$ cat config.mk
export PLATFORM = sky130hd
export DESIGN_NAME = position_stream_out
export DESIGN_NICKNAME = d
export VERILOG_FILES = /design/src/rtl/position_stream_out.sv
export SDC_FILE = /design/constraint.sdc
export NUM_CORES = 1
export LEC_CHECK = 0
export ABC_AREA = 1
export CAP_MARGIN = 20
export CORE_ASPECT_RATIO = 2
export CORE_MARGIN = 3
export CORE_UTILIZATION = 46
export CTS_CLUSTER_SIZE = 25
export DETAILED_ROUTE_END_ITERATION = 7
export PLACE_DENSITY = 0.77
export SYNTH_ARGS = -nofsm -noshare
export SYNTH_HDL_FRONTEND = slang
export SYNTH_SLANG_ARGS = --single-unit
$ cat constraint.sdc
create_clock -name clk_i -period 1.65 [get_ports clk_i]
set_input_delay 0.33 -clock clk_i [delete_from_list [all_inputs] [get_ports clk_i]]
set_output_delay 0.33 -clock clk_i [all_outputs]
set_load 0.02 [all_outputs]
$ cat src/rtl/position_stream_out.sv
// position_stream_out
// Captures the positions list from find_all_ones_iterative on done_i and
// serialises it as a valid/ready stream of {word, position} indices. Each
// word ends with a word_done_o pulse. The last word of a frame also raises
// frame_done_o.
module position_stream_out #(
    parameter  int N         = 16,
    parameter  int NUM_WORDS = 4,
    localparam int LOGN      = $clog2(N),
    localparam int LOGW      = (NUM_WORDS > 1) ? $clog2(NUM_WORDS) : 1
) (
    input  logic                       clk_i,
    input  logic                       rst_ni,
    input  logic                       done_i,
    input  logic [N-1:0][LOGN-1:0]     positions_i,
    input  logic [LOGN:0]              count_i,
    input  logic                       empty_i,
    input  logic                       word_clear_i,
    output logic                       ready_o,
    output logic [LOGW+LOGN-1:0]       idx_o,
    output logic                       idx_valid_o,
    input  logic                       idx_ready_i,
    output logic                       idx_last_o,
    output logic                       word_done_o,
    output logic                       frame_done_o
);

    typedef enum logic [1:0] {
        IDLE,
        STREAM,
        WORD_END
    } state_t;

    state_t                  state_q, state_d;
    logic [N-1:0][LOGN-1:0]  pos_q;
    logic [LOGN:0]           cnt_q;
    logic [LOGN:0]           cnt_clamped;
    logic [LOGN-1:0]         ptr_q;
    logic [LOGW-1:0]         word_q;
    logic                    capture;
    logic                    advance;
    logic                    last;
    logic                    word_wrap;

    // count_i can encode up to 2N-1; anything beyond N is clamped to N
    assign cnt_clamped = (count_i > (LOGN+1)'(N)) ? (LOGN+1)'(N) : count_i;
    assign last        = ({1'b0, ptr_q} == (cnt_q - (LOGN+1)'(1)));
    assign word_wrap   = (word_q == LOGW'(NUM_WORDS - 1));

    // Next-state and Moore outputs, all decoded from the current state
    always_comb begin
        state_d      = state_q;
        ready_o      = 1'b0;
        idx_valid_o  = 1'b0;
        idx_o        = '0;
        idx_last_o   = 1'b0;
        word_done_o  = 1'b0;
        frame_done_o = 1'b0;
        capture      = 1'b0;
        advance      = 1'b0;
        case (state_q)
            IDLE: begin
                ready_o = 1'b1;
                if (done_i) begin
                    capture = 1'b1;
                    state_d = (empty_i || (count_i == '0)) ? WORD_END : STREAM;
                end
            end
            STREAM: begin
                idx_valid_o = 1'b1;
                idx_o       = {word_q, pos_q[ptr_q]};
                idx_last_o  = last;
                if (idx_ready_i) begin
                    if (last) state_d = WORD_END;
                    else      advance = 1'b1;
                end
            end
            WORD_END: begin
                word_done_o  = 1'b1;
                frame_done_o = word_wrap;
                state_d      = IDLE;
            end
            default: state_d = IDLE;
        endcase
    end

    // State register
    always_ff @(posedge clk_i or negedge rst_ni) begin
        if (!rst_ni) state_q <= IDLE;
        else         state_q <= state_d;
    end

    // Capture registers, read pointer and word counter
    always_ff @(posedge clk_i or negedge rst_ni) begin
        if (!rst_ni) begin
            pos_q  <= '0;
            cnt_q  <= '0;
            ptr_q  <= '0;
            word_q <= '0;
        end else begin
            if (capture) begin
                pos_q <= positions_i;
                cnt_q <= cnt_clamped;
                ptr_q <= '0;
            end else if (advance) begin
                ptr_q <= ptr_q + 1'b1;
            end
            // A clear coinciding with done_i tags the captured word as 0
            if (state_q == IDLE && word_clear_i) begin
                word_q <= '0;
            end else if (state_q == WORD_END) begin
                word_q <= word_wrap ? '0 : word_q + 1'b1;
            end
        end
    end

endmodule

# [After elaboration in Yosys (flattened, before gate mapping)]
# Cells that the tools add are included.
[totals] reg_bits=77
[classes] n_reduce_logical=7 n_addsub=3 muxes=24 n_eq_ne=7 n_lt_le_gt_ge=2
[ops] op="binary-select mux 4 bit (select 4 bit)" count=1
[ops] op="2-to-1 mux 2 bit" count=7
[ops] op="2-to-1 mux 4 bit" count=3
[ops] op="2-to-1 mux 1 bit" count=10
[ops] op="2-to-1 mux 6 bit" count=1
[ops] op="inequality test 2 bit, second input constant" count=3
[ops] op="equality test 4 x 5 -> 1 bit" count=1
[ops] op="greater-than comparator 5 bit, second input constant" count=1
[ops] op="logical NOT 5 bit" count=1
[ops] op="< comparator 4 x 5 -> 1 bit, second input constant" count=1
[ops] op="2-to-1 mux 5 bit" count=1
[ops] op="subtractor 5 x 1 -> 5 bit, second input constant" count=1
[ops] op="adder 4 x 1 -> 4 bit, second input constant" count=1
[ops] op="equality test 2 bit, second input constant" count=2
[ops] op="case mux 2 bit (2 select lines)" count=1
[ops] op="nonzero test 2 bit" count=2
[ops] op="AND reduction 3 bit" count=1
[ops] op="adder 2 x 1 -> 2 bit, second input constant" count=1
[ops] op="equality test 2 x 1 -> 1 bit, second input constant" count=1
[ops] op="logical NOT 2 bit" count=1
[ops] op="logical AND 1 bit" count=1
[ops] op="logical OR 1 bit" count=1

# [Longest topological paths before layout]
[depth] depth_word=7 mapped_depth=11 ltp_nobuf=11

# [Worst setup path after synthesis]
# OpenSTA, ideal clock, no wires.
[synth_timing] path_type="reg2out" startpoint="register cnt_q[0]" endpoint="output idx_last_o" path_stages_with_launch=10 arrival_time_ns=1.492 slack_ns=-0.172 n_path_buf=0 cell_sequence="dfrtp_1 inv_1 ha_1 nand2_1 inv_1 nor2_1 nand3_1 nor2_2 nand2_2 nor2_1"
[synth_via] elab_chain_cells=3
[synth_lines] item="start: declaration" line="36" rtl="logic [LOGN:0] cnt_q;"
[synth_lines] item="start signal: assignment" line="103" rtl="cnt_q <= cnt_clamped;"
[synth_lines] item="subtractor 5 x 1 -> 5 bit" line="47" rtl="assign last = ({1'b0, ptr_q} == (cnt_q - (LOGN+1)'(1)));"
[synth_lines] item="equality test 4 x 5 -> 1 bit" line="47"
[synth_lines] item="2-to-1 mux 1 bit" line="61" rtl="case (state_q)"
[synth_lines] item="end: declaration" line="23" rtl="output logic idx_last_o,"
# No other way between the ends.

# [Worst setup path in the final report]
[layout_timing] startpoint="register ptr_q[0]" endpoint="output idx_o[2]"
[layout_via] elab_chain_cells=3
[layout_lines] item="start: declaration" line="38" rtl="logic [LOGN-1:0] ptr_q;"
[layout_lines] item="start signal: assignment" line="106" rtl="ptr_q <= ptr_q + 1'b1;"
[layout_lines] item="binary-select mux 4 bit (select 4 bit)" line="71" rtl="idx_o = {word_q, pos_q[ptr_q]};"
[layout_lines] item="2-to-1 mux 4 bit (not written as such)" line="71"
[layout_lines] item="2-to-1 mux 6 bit" line="61"
[layout_lines] item="end: declaration" line="20" rtl="output logic [LOGW+LOGN-1:0] idx_o,"
# No other way between the ends. The select of a mux whose other input is x is not followed.

==> impl_metrics.tcl <==
set metrics [dict create \
    cts_buffers 9 \
    slew_headroom 0.718 \
    outcome "finished, violations left" \
    track_usage 0.238 \
    setup_violations 5 \
    syn_area_sq_mm 0.00389 \
    gr-total-overflow 0 \
    portBuffers 85 \
    drtIter0Drc 273 \
    grt_max_degree 46 \
    grtUsageMet1 0.240 \
    synthSimpleGateAreaFrac 0.342 \
    vias 3868 \
    ir_worst_vdd_uv 995 \
    fillCellCount 625 \
    timing.rr.start "cnt_q[0]" \
    fmax_ghz 0.452 \
    num_rows 46 \
    multi_input_area_sq_mm 0.00181 \
    p_clk_frac 0.208 \
    num_io_pins 86 \
    finalInstanceArea_sq_mm 0.00566 \
    area_growth_pct 45.7 \
    violations "setup timing" \
    hold_viol_final 0 \
    min_period_ns 2.21 \
    drtPass1Iterations 5 \
    root_buffer "clkbuf_16" \
    insertion_delay_ns 0.34 \
    top_usage_layer "met2" \
    yosys.area.top_type "dfrtp_1" \
    max-clock-path-buffers 2 \
    synth_top_family_by_area "simple AND/OR/NAND/NOR gates" \
    drt-wirelength-per-cell_microns 15.0 \
    drv_slew 0 \
    synth_fa_ha_area_frac 0.00966 \
    seqPwrFrac 0.346 \
    syn_nets 596 \
    required_ns 1.32 \
    async_flop_share 1.00 \
    grtUsageMet2 0.436 \
    hpwl_microns 7910 \
    antenna_found_initial 0 \
    postRouteAntennaNets 0 \
    yosys-top-cells-count "nand2_1 (216), dfrtp_1 (77), nor2_1 (68)" \
    cts_tree "done" \
    clk_pin_slew_ns 0.06 \
    switching_share 0.384 \
    fin_crit_sh 1.34 \
    cts.sinks 77 \
    timing_worst_setup_path_type "register to output port" \
    start_util 0.482 \
    layout-drive-gt1-share 0.190 \
    cp_max_fo 6 \
    power_density_mw_per_mm2 1740 \
    final_nets 719 \
    startpoint_type "register" \
    synthCells 518 \
    finalPower_uw 9830 \
    synth_top_cell_area_share 0.496 \
    fp.dieW_microns 71.0 \
    r2r_cells 11 \
    placed_area_sq_mm 0.00511 \
    n_antenna_cell 0 \
    muxShareOfSynthArea 0 \
    maxCapViolCount 0 \
    p_int_uw 6060 \
    grt_first_pass_wirelength_microns 17800 \
    grt.met3_usage 0.0533 \
    synth_warnings 0 \
    cp-end-kind "output port" \
    wirelength_microns 11200 \
    die_area_sq_mm 0.00966 \
    cts.htree.levels 3 \
    p_comb_frac 0.445 \
    yosysMostFrequentCell "nand2_1" \
    avgSynthCellArea_sq_um 7.50 \
    tightest_slew_ns 0.423 \
    finalWeightedCongestion 0.835 \
    synth_area_leaders "dfrtp_1 (50%), nand2_1 (21%), nor2_1 (6.6%)" \
    synth_edf_count 0 \
    fp.dieH_microns 136 \
    worst_slack_ns -0.563 \
    p_sw_uw 3770 \
    rr_endpoint "ptr_q[1]" \
    synth_compound_area_frac 0.0753 \
    synthDistinctLibCells 25 \
    synthXorXnorAreaFrac 0.00451 \
    yosysSeqAreaShare 0.496 \
    yosys_register_bits 77 \
    rrSetupSlack_ns 0.05 \
    ys.flop_type "dfrtp_1" \
    hp-class "input port to async pin" \
    rsz0062_at_grt "yes" \
    first_global_vias 3954 \
    post-route-drc-count 0 \
    cp.arrival_ns 1.88 \
    core_area_sq_mm 0.00806 \
    seq_area_sq_mm 0.00193 \
    drt-vias-per-instance 5.21 \
    leakagePower_uw 0.00281 \
    skew_ns 0.00466 \
]
-- how the worst max path moves through the flow --
stage / from / endpoint / slack (ns) / cells after the start
after floorplan: cnt_q[0] / idx_last_o / -0.04 / 9
after global placement: ptr_q[0] / idx_o[2] / -0.50 / 7
after detailed placement: ptr_q[0] / idx_o[2] / -0.54 / 7
after CTS: ptr_q[0] / idx_o[2] / -0.47 / 7
after global routing: ptr_q[0] / idx_o[3] / -0.61 / 9
final: ptr_q[0] / idx_o[2] / -0.56 / 9
-- per-layer routing --
metal  vias to the layer above  wire [microns]
li1                       1872               -
met2                       147            6240
met3                        37             602
met5                         -               0
met1                      1812            3810
met4                         0             499
-- final cells by class --
type,instances,share of cell area
flip-flops and latches,77,0.340
well taps,96,0.0212
multi-input cells,388,0.320
clock buffers,13,0.0477
clock inverters,3,0.00751
inverters,27,0.0188
repair buffers,138,0.245
-- placed cells by master (no fill, tap or decap), types with 5 or more instances in the layout --
master	count
nand4_1	5
buf_4	41
o21ai_1	16
o211ai_1	6
nor2_2	13
buf_12	8
clkbuf_16	10
dfrtp_1	76
nand3_2	6
o21ai_0	19
nand2_1	214
buf_6	9
inv_1	20
nor2_4	5
nand3_1	23
clkdlybuf4s50_1	73
inv_2	5
nor2_1	56
-- critical path, cell delays in order, from the launching register on --
cell	delay, ns
dfrtp_2	0.48
clkbuf_16	0.20
buf_4	0.11
nor2_1	0.04
nor2_1	0.10
nand2_1	0.07
o211ai_1	0.08
nand3_1	0.11
a21oi_2	0.18
buf_4	0.16
-- kinds of logic after synthesis --
logic type               after synthesis
buffers and inverters                 53
XOR/XNOR                               2
flip-flops                            77
AO/OA/AOI/OAI                         54
AND/OR/NAND/NOR                      329
adder cells (fa/ha/maj)                3
-- per-stage QoR --
stage               std cells  hold slack, ns  utilization  worst slack (ns)  setup TNS (ns)
finish                    742           0.468        0.703            -0.563           -2.51
global placement          717           0.289        0.635            -0.503           -2.66
detailed placement        717           0.293        0.635            -0.544           -2.89
global route              742           0.508        0.703            -0.609           -2.92
CTS                       739           0.471        0.687            -0.468           -2.28
floorplan                 518          0.0344            -           -0.0412         -0.0412
-- registers in the layout (all words and copies together), names as in the netlist --
register and cells:
cnt_q 5, pos_q 64, ptr_q 4, state_q 2
word_q 2
-- power groups by stage --
stage	clock (uW)	sequential (uW)	combinational (uW)
6_report	2050	3400	4380
5_1_grt	2160	3460	4910
4_1_cts	2070	3350	4140
3_5_place_dp	0	3340	3930
3_3_place_gp	0	3320	3800
2_1_floorplan	0	3130	2490
-- timing repair --
item	in CTS	in global routing
endpoints found under the hold margin	30	0
pin swaps	14	24
gates cloned	1	0
setup buffers	4	6
resized for setup	70	44
hold buffers	1	0
endpoints found under the setup margin	11	16
Note: power is estimated with default switching activity, not from simulation.
